==> src/rtl/vc_ctrl_pkg.sv <==
// Shared definitions for the virtual-channel demux controller:
// FSM state codes, default widths and the head-of-line blocking helper.
package vc_ctrl_pkg;

    localparam int DEF_DATA_SIZE = 6;
    localparam int DEF_TH_W      = 3;
    localparam int DEF_CNT_W     = 8;

    typedef enum logic [2:0] {
        ST_RESET  = 3'd0,
        ST_INIT   = 3'd1,
        ST_IDLE   = 3'd2,
        ST_ACTIVE = 3'd3,
        ST_ERROR  = 3'd4
    } state_t;

    // The head word is stuck when its own destination VC is almost full.
    function automatic logic route_blocked(input logic sel,
                                           input logic vc0_af,
                                           input logic vc1_af);
        return sel ? vc1_af : vc0_af;
    endfunction

endpackage

==> src/rtl/vc_demux_ctrl_if.sv <==
// Source-FIFO / destination-VC handshake bundle seen by the demux controller.
// master = controller side, slave = FIFO/demux datapath side.
interface vc_demux_ctrl_if
    import vc_ctrl_pkg::*;
#(
    parameter int DATA_SIZE = DEF_DATA_SIZE
) ();

    logic                 src_empty;
    logic [DATA_SIZE-1:0] src_data;
    logic                 vc0_almost_full;
    logic                 vc1_almost_full;
    logic                 vc0_empty;
    logic                 vc1_empty;
    logic                 en_pop;
    logic                 selector;

    modport master (
        input  src_empty,
        input  src_data,
        input  vc0_almost_full,
        input  vc1_almost_full,
        input  vc0_empty,
        input  vc1_empty,
        output en_pop,
        output selector
    );

    modport slave (
        output src_empty,
        output src_data,
        output vc0_almost_full,
        output vc1_almost_full,
        output vc0_empty,
        output vc1_empty,
        input  en_pop,
        input  selector
    );

endinterface

==> src/rtl/vc_demux_ctrl.sv <==
// Controller that pops a first-word-fall-through source FIFO into two VC FIFOs,
// distributes thresholds, counts routed words and latches FIFO errors.
module vc_demux_ctrl
    import vc_ctrl_pkg::*;
#(
    parameter int DATA_SIZE = DEF_DATA_SIZE,
    parameter int TH_W      = DEF_TH_W,
    parameter int CNT_W     = DEF_CNT_W
) (
    input  logic             clk,
    input  logic             reset,
    input  logic             init,
    input  logic [TH_W-1:0]  umbral_alto,
    input  logic [TH_W-1:0]  umbral_bajo,
    input  logic             fifo_error,
    vc_demux_ctrl_if.master  bus,
    output logic [TH_W-1:0]  umbral_alto_out,
    output logic [TH_W-1:0]  umbral_bajo_out,
    output logic [2:0]       state,
    output logic             idle,
    output logic             error_out,
    output logic [CNT_W-1:0] cnt_vc0,
    output logic [CNT_W-1:0] cnt_vc1
);

    logic [2:0]      state_r;
    logic [2:0]      next_state_s;
    logic            en_pop_s;
    logic            idle_s;
    logic            error_s;
    logic            sel_s;
    logic [TH_W-1:0] th_alto_r;
    logic [TH_W-1:0] th_bajo_r;
    logic [CNT_W-1:0] cnt_vc0_r;
    logic [CNT_W-1:0] cnt_vc1_r;

    // The route bit is the MSB of the head word, valid whenever the FIFO is non-empty.
    assign sel_s = bus.src_data[DATA_SIZE-1];

    // State register.
    always_ff @(posedge clk) begin
        if (reset) begin
            state_r <= ST_RESET;
        end else begin
            state_r <= next_state_s;
        end
    end

    // Next-state logic; fifo_error outranks init, which outranks the data-driven moves.
    always_comb begin
        next_state_s = ST_RESET;
        case (state_r)
            ST_RESET: begin
                next_state_s = ST_INIT;
            end
            ST_INIT: begin
                if (fifo_error) begin
                    next_state_s = ST_ERROR;
                end else if (init) begin
                    next_state_s = ST_INIT;
                end else begin
                    next_state_s = ST_IDLE;
                end
            end
            ST_IDLE: begin
                if (fifo_error) begin
                    next_state_s = ST_ERROR;
                end else if (init) begin
                    next_state_s = ST_INIT;
                end else if (!bus.src_empty) begin
                    next_state_s = ST_ACTIVE;
                end else begin
                    next_state_s = ST_IDLE;
                end
            end
            ST_ACTIVE: begin
                if (fifo_error) begin
                    next_state_s = ST_ERROR;
                end else if (init) begin
                    next_state_s = ST_INIT;
                end else if (bus.src_empty) begin
                    next_state_s = ST_IDLE;
                end else begin
                    next_state_s = ST_ACTIVE;
                end
            end
            ST_ERROR: begin
                next_state_s = ST_ERROR;
            end
            default: begin
                next_state_s = ST_RESET;
            end
        endcase
    end

    // Output decode; popping depends on the current state only, so the exit cycle still pops.
    always_comb begin
        en_pop_s = 1'b0;
        idle_s   = 1'b0;
        error_s  = 1'b0;
        case (state_r)
            ST_IDLE: begin
                idle_s = bus.src_empty & bus.vc0_empty & bus.vc1_empty;
            end
            ST_ACTIVE: begin
                if (!bus.src_empty && !route_blocked(sel_s, bus.vc0_almost_full,
                                                     bus.vc1_almost_full)) begin
                    en_pop_s = 1'b1;
                end else begin
                    en_pop_s = 1'b0;
                end
            end
            ST_ERROR: begin
                error_s = 1'b1;
            end
            default: begin
                en_pop_s = 1'b0;
            end
        endcase
    end

    // Threshold distribution and per-VC transfer counters.
    always_ff @(posedge clk) begin
        if (reset) begin
            th_alto_r <= '0;
            th_bajo_r <= '0;
            cnt_vc0_r <= '0;
            cnt_vc1_r <= '0;
        end else if (state_r == ST_INIT) begin
            th_alto_r <= umbral_alto;
            th_bajo_r <= umbral_bajo;
            cnt_vc0_r <= '0;
            cnt_vc1_r <= '0;
        end else if (en_pop_s) begin
            if (sel_s) begin
                cnt_vc1_r <= cnt_vc1_r + {{(CNT_W-1){1'b0}}, 1'b1};
            end else begin
                cnt_vc0_r <= cnt_vc0_r + {{(CNT_W-1){1'b0}}, 1'b1};
            end
        end else begin
            th_alto_r <= th_alto_r;
        end
    end

    assign bus.en_pop      = en_pop_s;
    assign bus.selector    = sel_s;
    assign umbral_alto_out = th_alto_r;
    assign umbral_bajo_out = th_bajo_r;
    assign state           = state_r;
    assign idle            = idle_s;
    assign error_out       = error_s;
    assign cnt_vc0         = cnt_vc0_r;
    assign cnt_vc1         = cnt_vc1_r;

endmodule

==> src/flat_wrapper.sv <==
// flat-port wrapper written by rule: the top's interface ports become plain ports
module vc_demux_ctrl_flat import vc_ctrl_pkg::*;
#(
    parameter int DATA_SIZE = DEF_DATA_SIZE,
    parameter int TH_W      = DEF_TH_W,
    parameter int CNT_W     = DEF_CNT_W
)
  (clk, reset, init, umbral_alto, umbral_bajo, fifo_error, umbral_alto_out, umbral_bajo_out, state, idle, error_out, cnt_vc0, cnt_vc1, bus_src_empty, bus_src_data, bus_vc0_almost_full, bus_vc1_almost_full, bus_vc0_empty, bus_vc1_empty, bus_en_pop, bus_selector);
  vc_demux_ctrl_if #(.DATA_SIZE(DATA_SIZE)) bus_i ();
  input  logic clk;
  input  logic reset;
  input  logic init;
  input  logic [TH_W-1:0] umbral_alto;
  input  logic [TH_W-1:0] umbral_bajo;
  input  logic fifo_error;
  output logic [TH_W-1:0] umbral_alto_out;
  output logic [TH_W-1:0] umbral_bajo_out;
  output logic [2:0] state;
  output logic idle;
  output logic error_out;
  output logic [CNT_W-1:0] cnt_vc0;
  output logic [CNT_W-1:0] cnt_vc1;
  input wire logic [$bits(bus_i.src_empty)-1:0] bus_src_empty;
  input wire logic [$bits(bus_i.src_data)-1:0] bus_src_data;
  input wire logic [$bits(bus_i.vc0_almost_full)-1:0] bus_vc0_almost_full;
  input wire logic [$bits(bus_i.vc1_almost_full)-1:0] bus_vc1_almost_full;
  input wire logic [$bits(bus_i.vc0_empty)-1:0] bus_vc0_empty;
  input wire logic [$bits(bus_i.vc1_empty)-1:0] bus_vc1_empty;
  output wire logic [$bits(bus_i.en_pop)-1:0] bus_en_pop;
  output wire logic [$bits(bus_i.selector)-1:0] bus_selector;
  assign bus_i.src_empty = bus_src_empty;
  assign bus_i.src_data = bus_src_data;
  assign bus_i.vc0_almost_full = bus_vc0_almost_full;
  assign bus_i.vc1_almost_full = bus_vc1_almost_full;
  assign bus_i.vc0_empty = bus_vc0_empty;
  assign bus_i.vc1_empty = bus_vc1_empty;
  assign bus_en_pop = bus_i.en_pop;
  assign bus_selector = bus_i.selector;
  vc_demux_ctrl #(.DATA_SIZE(DATA_SIZE), .TH_W(TH_W), .CNT_W(CNT_W)) u_core (.clk(clk), .reset(reset), .init(init), .umbral_alto(umbral_alto), .umbral_bajo(umbral_bajo), .fifo_error(fifo_error), .bus(bus_i), .umbral_alto_out(umbral_alto_out), .umbral_bajo_out(umbral_bajo_out), .state(state), .idle(idle), .error_out(error_out), .cnt_vc0(cnt_vc0), .cnt_vc1(cnt_vc1));
endmodule
==> config.mk <==
export PLATFORM = sky130hd
export DESIGN_NAME = vc_demux_ctrl_flat
export DESIGN_NICKNAME = d
export VERILOG_FILES = /design/src/rtl/vc_ctrl_pkg.sv /design/src/rtl/vc_demux_ctrl_if.sv /design/src/rtl/vc_demux_ctrl.sv /design/src/flat_wrapper.sv
export SDC_FILE = /design/constraint.sdc
export NUM_CORES = 1
export LEC_CHECK = 0
export ABC_AREA = 1
export BUFFER_PORTS_ARGS = -buffer_cell sky130_fd_sc_hd__clkbuf_2
export CORE_MARGIN = 8
export CORE_UTILIZATION = 43
export CTS_CLUSTER_SIZE = 40
export DETAILED_ROUTE_END_ITERATION = 8
export GPL_ROUTABILITY_DRIVEN = 0
export HOLD_SLACK_MARGIN = 0.12
export PLACE_DENSITY = 0.74
export SLEW_MARGIN = 20
export SYNTH_ARGS = -nofsm -noshare
export SYNTH_HDL_FRONTEND = slang
export SYNTH_SLANG_ARGS = --single-unit
export TNS_END_PERCENT = 1
==> constraint.sdc <==
create_clock -name clk -period 1 [get_ports clk]
set_input_delay 0.1 -clock clk [delete_from_list [all_inputs] [get_ports clk]]
set_output_delay 0.1 -clock clk [all_outputs]
set_load 0.01 [all_outputs]
Word level (Yosys, flattened, before mapping) --
Cells that the tools add are included.
Word-level totals: memories 0, logic and storage cells 33, bits in latches 0, output and inout bits 29, RAM bits 0, bits in read-only memories 0, register bits 25
Cells by class: muxes and demuxes 11, equal/unequal tests 4, reduce and logical (&&, ||, !) cells 8, divide/modulo/power cells 0, shifts and indexed selects 0, multipliers 0, add/subtract/negate cells 2, bitwise logic cells 3, order comparisons 0
Operators by type and width (count):
- $add 8x1->8 const B | 2
- $pmux 3 s4 | 1
- $mux 3 | 3
- $eq 3x2->1 const B | 2
- $mux 1 | 6
- $reduce_and 2->1 | 2
- $reduce_or 2->1 | 2
- $eq 3x1->1 const B | 1
- $eq 3x3->1 const B | 1
- $logic_not 3->1 | 1
- $and 1x1->1 | 2
- $logic_not 1->1 | 2
- $mux 2 | 1
- $logic_and 1x1->1 | 1
- $not 1->1 | 1

Logic depth before layout (Yosys ltp) --
depth after elaboration 6, mapped depth 7, gate-level depth less buffers 7

Least setup slack after synthesis --
Ideal clock, no wire load.
path kind register to register, start register u_core.state_r[0], in the netlist u_core.state[0], end register u_core.cnt_vc0_r[3], in the netlist u_core.cnt_vc0[3], data arrival time 1071 ps, library setup time 116 ps, stages on the path, launching flop included 8, path slack -187 ps, buffers on the path 0, cell sequence dfxtp_1 > inv_2 > nor2_4 > nand2_4 > nor2_8 > inv_2 > nand2_1 > a21oi_1
Between the ends: word-level cells in the longest chain between the ends 3, elaborated cells on any way between the ends 5, those cells by class eq/ne (2); mux (1); reduce/logical (2)
Ends and longest elaborated chain:
- start, declared | line vc_demux_ctrl.sv:26 | logic [2:0] state_r;
- start signal, assigned | line vc_demux_ctrl.sv:45 | state_r <= next_state_s;
- $eq 3x2->1 | line vc_demux_ctrl.sv:101 | case (state_r)
- $mux 1 | line vc_demux_ctrl.sv:101
- $reduce_and 2->1 (no source line)
- end signal, assigned | line vc_demux_ctrl.sv:138 | cnt_vc0_r <= cnt_vc0_r + {{(CNT_W-1){1'b0}}, 1'b1};
- end, declared | line vc_demux_ctrl.sv:34 | logic [CNT_W-1:0] cnt_vc0_r;
Parallel ways exist; a longest one is shown, timed or not. A chain may end at the register's enable or synchronous reset.

Worst setup path in the final report --
start register u_core.state_r[0], in the netlist u_core.state[0], end output port error_out
Between the ends: word-level cells in the longest chain between the ends 2
Ends and longest elaborated chain:
- $eq 3x3->1 | line vc_demux_ctrl.sv:101
- $mux 1 | line vc_demux_ctrl.sv:101
- end, declared | line flat_wrapper.sv:20 | output logic error_out;
Every way passes these cells.

==> impl_metrics.toml <==
[run_status]
status = "finished, violations left"
violations = "setup timing"

[finish]
layout.nets = 304
antenna_cells = 0
fin_cells = 313
area_growth_pct = 62.2
stdcell_area_um2 = 2110
layout-drive-gt1-share_pct = 46.4

[worst_setup_path]
cp_cell_sequence = "buf_6, nor2_2, inv_1, nor2_2, buf_2"
rr_worst_depth = 8
endpoint_kind = "primary output"
slowest_delay_ns = 0.35
crit_path_frequent_cell = "nor2_2"
worstSetupStartpoint = "u_core.state[0]$_SDFF_PP0_"
cp_max_fo = 4
crit_end = "error_out"
worstPathArrival_ns = 1.20
rrSetupSlack_ns = -0.20
r2r_end = "u_core.cnt_vc1[1]$_SDFFE_PP0P_"
path_buf_inv = 3
start_kind = "flip-flop"
slowest_stage = "dfxtp_2"
crit_required_ns = 0.90
cp_num_cells = 5
crit_type = "reg2out"
cp_top_family = "flip-flops"
r2r_start = "u_core.state[1]$_SDFF_PP0_"

[pwr]
switchingPower_uw = 517
leakage_nw = 0.967
combPwrFrac_pct = 21.3
p_clk_share_pct = 23.9
peakVddDrop_uv = 911
fin_total_pwr_mw = 1.88
p_sw_share_pct = 27.4
power.internal_mw = 1.37
power.density_nw_per_um2 = 892
seqPwrFrac_pct = 54.8

[cts]
clockRootBuffer = "clkbuf_4"
htree_levels = 1
numClockSinks = 25
numCtsBuffers = 3
clock_latency_ns = 0.32
cts_tree = "built"
clockBufferDepth = 2
clk_pin_slew_ns = 0.13

[synthesis]
synth_cells = 190
synthXorXnorAreaFrac_pct = 3.36
ys_ff_latch = 25
synth-compound-area-share_pct = 10.4
synth.area.mux_share_pct = 0
synth_top_family_by_area = "simple AND/OR/NAND/NOR gates"
yosys.area_share.simple_pct = 38.7
ys_warn_count = 0
post_synth_num_cell_types = 22
synth_seq_area_share_pct = 38.4
syn-mean-instance-area_um2 = 6.86
syn_area_um2 = 1300
synth_fa_ha_area_share_pct = 1.92
syn_nets = 213

[sta]
grt_setup_unrepaired = "true"
post-route-period-util_pct = 130
setup_viol = 36
tightestPinTransition_ns = 0.260
fin_ws_ns = -0.296
hold_violations = 0
max_freq_mhz = 771
finalCriticalPeriod_ns = 1.30
slew-limit-headroom_pct = 82.6
final_max_slew_viol_count = 0
clock_skew_ns = 0.00963
setup_tns_ns = -4.77

[floorplanning]
fp.dieArea_um2 = 5050
fp.dieH_um = 71.0
fp.dieW_um = 71.0
core_um2 = 2980
initial_core_util_pct = 43.7
num_rows = 20
ioPinCount = 50

[detailed_routing]
drc = 0
vias = 1477
first_pass_iters = 4
finalWirelength_um = 3710
ant_nets = 0
drtIter0Drc = 82
viasPerCell = 4.72
routedWlPerCell_um = 11.9

[placement]
post-dp-hpwl_um = 2590
portBuffers = 44
place_inst = 295
placed_area_um2 = 1820

[global_route]
antenna_found_initial = 0
gr-total-overflow = 0
grt_pass1_vias = 1438
grt_max_degree = 15
gr-usage-all-layers_pct = 14.6
grt_pass1_wl_um = 6130

[job]
max-cap-violations = 0

[hold_path]
worstHoldPathType = "in2reg"
## worst min-delay path by stage
stage                from                          to  cells past startpoint
2_1_floorplan  fifo_error  u_core.state[1]$_SDFF_PP0_                      1
3_3_place_gp   fifo_error  u_core.state[1]$_SDFF_PP0_                      2
3_5_place_dp   fifo_error  u_core.state[1]$_SDFF_PP0_                      2
4_1_cts             reset  u_core.state[0]$_SDFF_PP0_                      3
5_1_grt             reset  u_core.state[2]$_SDFF_PP0_                      3
6_report            reset  u_core.state[2]$_SDFF_PP0_                      3
## metrics by stage
stage / hold slack, ns / util (%) / setup slack (ns)
after floorplan: 0.167 / - / -0.107
after detailed placement: 0.306 / 61.1 / -0.161
final: 0.151 / 70.9 / -0.296
after global placement: 0.309 / 61.1 / -0.140
after CTS: 0.139 / 68.6 / -0.316
after global routing: 0.144 / 70.9 / -0.358
## registers in the layout, summed over array words and instances (netlist names)
register                cells
u_core.cnt_vc1              8
u_core.umbral_bajo_out      3
u_core.state                3
u_core.umbral_alto_out      3
u_core.cnt_vc0              8
## cells in the final DEF (no fill, tap or decap)
cell type	synthesis	routed
nand2_2	2	2
nand4_1	1	1
nor2_2	2	2
buf_4	1	23
buf_2	0	3
nor2_1	13	11
dfxtp_4	0	7
a21oi_2	0	3
nor3_1	2	1
o21ai_0	2	2
nor2_8	2	2
inv_2	5	3
xor2_1	2	2
buf_6	1	19
clkbuf_1	1	1
or2_2	1	1
clkbuf_2	0	36
inv_4	0	4
nand2_1	70	70
ha_4	0	1
inv_1	14	12
nand2_4	2	2
ha_2	0	1
nand3_2	0	1
dfxtp_1	25	6
xnor2_1	3	3
a21oi_1	25	22
dfxtp_2	0	12
nor3_2	0	1
clkbuf_4	0	3
dlygate4sd3_1	0	8
nand3_1	12	11
nor2_4	2	4
## area by class of cell
class | count | area, µm²
well taps | 33 | 41.3
fillers | 249 | 866
inverters | 19 | 81.3
repair buffers | 89 | 662
flip-flops and latches | 25 | 542
multi-input cells | 143 | 759
clock buffers | 4 | 26.3
## worst min-delay path, stage by stage
cell	delay, ns
clkbuf_2	0.12
buf_4	0.18
a21oi_2	0.04
## cells by family (layout without fill, tap and decap cells)
family,after synthesis,after routing
AND/OR/NAND/NOR,109,109
AO/OA/AOI/OAI,27,27
flip-flops,25,25
adder cells (fa/ha/maj),2,2
buffers and inverters,22,112
XOR/XNOR,5,5
## synth_stat cells
master	n	share of area (%)
a21oi_1	25	9.6
nand2_4	2	1.7
nand2_2	2	0.96
dfxtp_1	25	38
buf_6	1	0.86
nor2_4	2	1.7
o21ai_0	2	0.77
nor3_1	2	0.77
nor2_1	13	3.7
xor2_1	2	1.3
nand3_1	12	4.6
nand4_1	1	0.48
inv_2	5	1.4
buf_4	1	0.58
nor2_8	2	3.1
inv_1	14	4.0
clkbuf_1	1	0.29
or2_2	1	0.48
nand2_1	70	20
nor2_2	2	0.96
xnor2_1	3	2.0
ha_1	2	1.9
## metal layers
metal	vias up	wire, µm	GRT usage [%]
li1	780	-	-
met1	655	1570	15.5
met2	40	1810	25.1
met3	2	300	6.64
met4	0	25	4.62
met5	-	0	0
## timing repair
item                                    in CTS  in global routing
hold endpoints to repair                     9                  0
hold buffers                                 8                  0
pin swaps                                    8                  2
cloned                                       0                  0
buffers inserted                             4                  2
endpoints found under the setup margin      40                 46
resized for setup                           32                 25
## power groups by stage
| stage | Sequential (mW) | Clock (mW) | Combinational [mW] |
|---|---|---|---|
| finish | 1.03 | 0.450 | 0.402 |
| global route | 1.04 | 0.506 | 0.436 |
| CTS | 1.03 | 0.461 | 0.361 |
| detailed placement | 1.07 | 0 | 0.309 |
| global placement | 1.07 | 0 | 0.307 |
| floorplan | 1.09 | 0 | 0.148 |
Power figures use the tool's default switching activity.
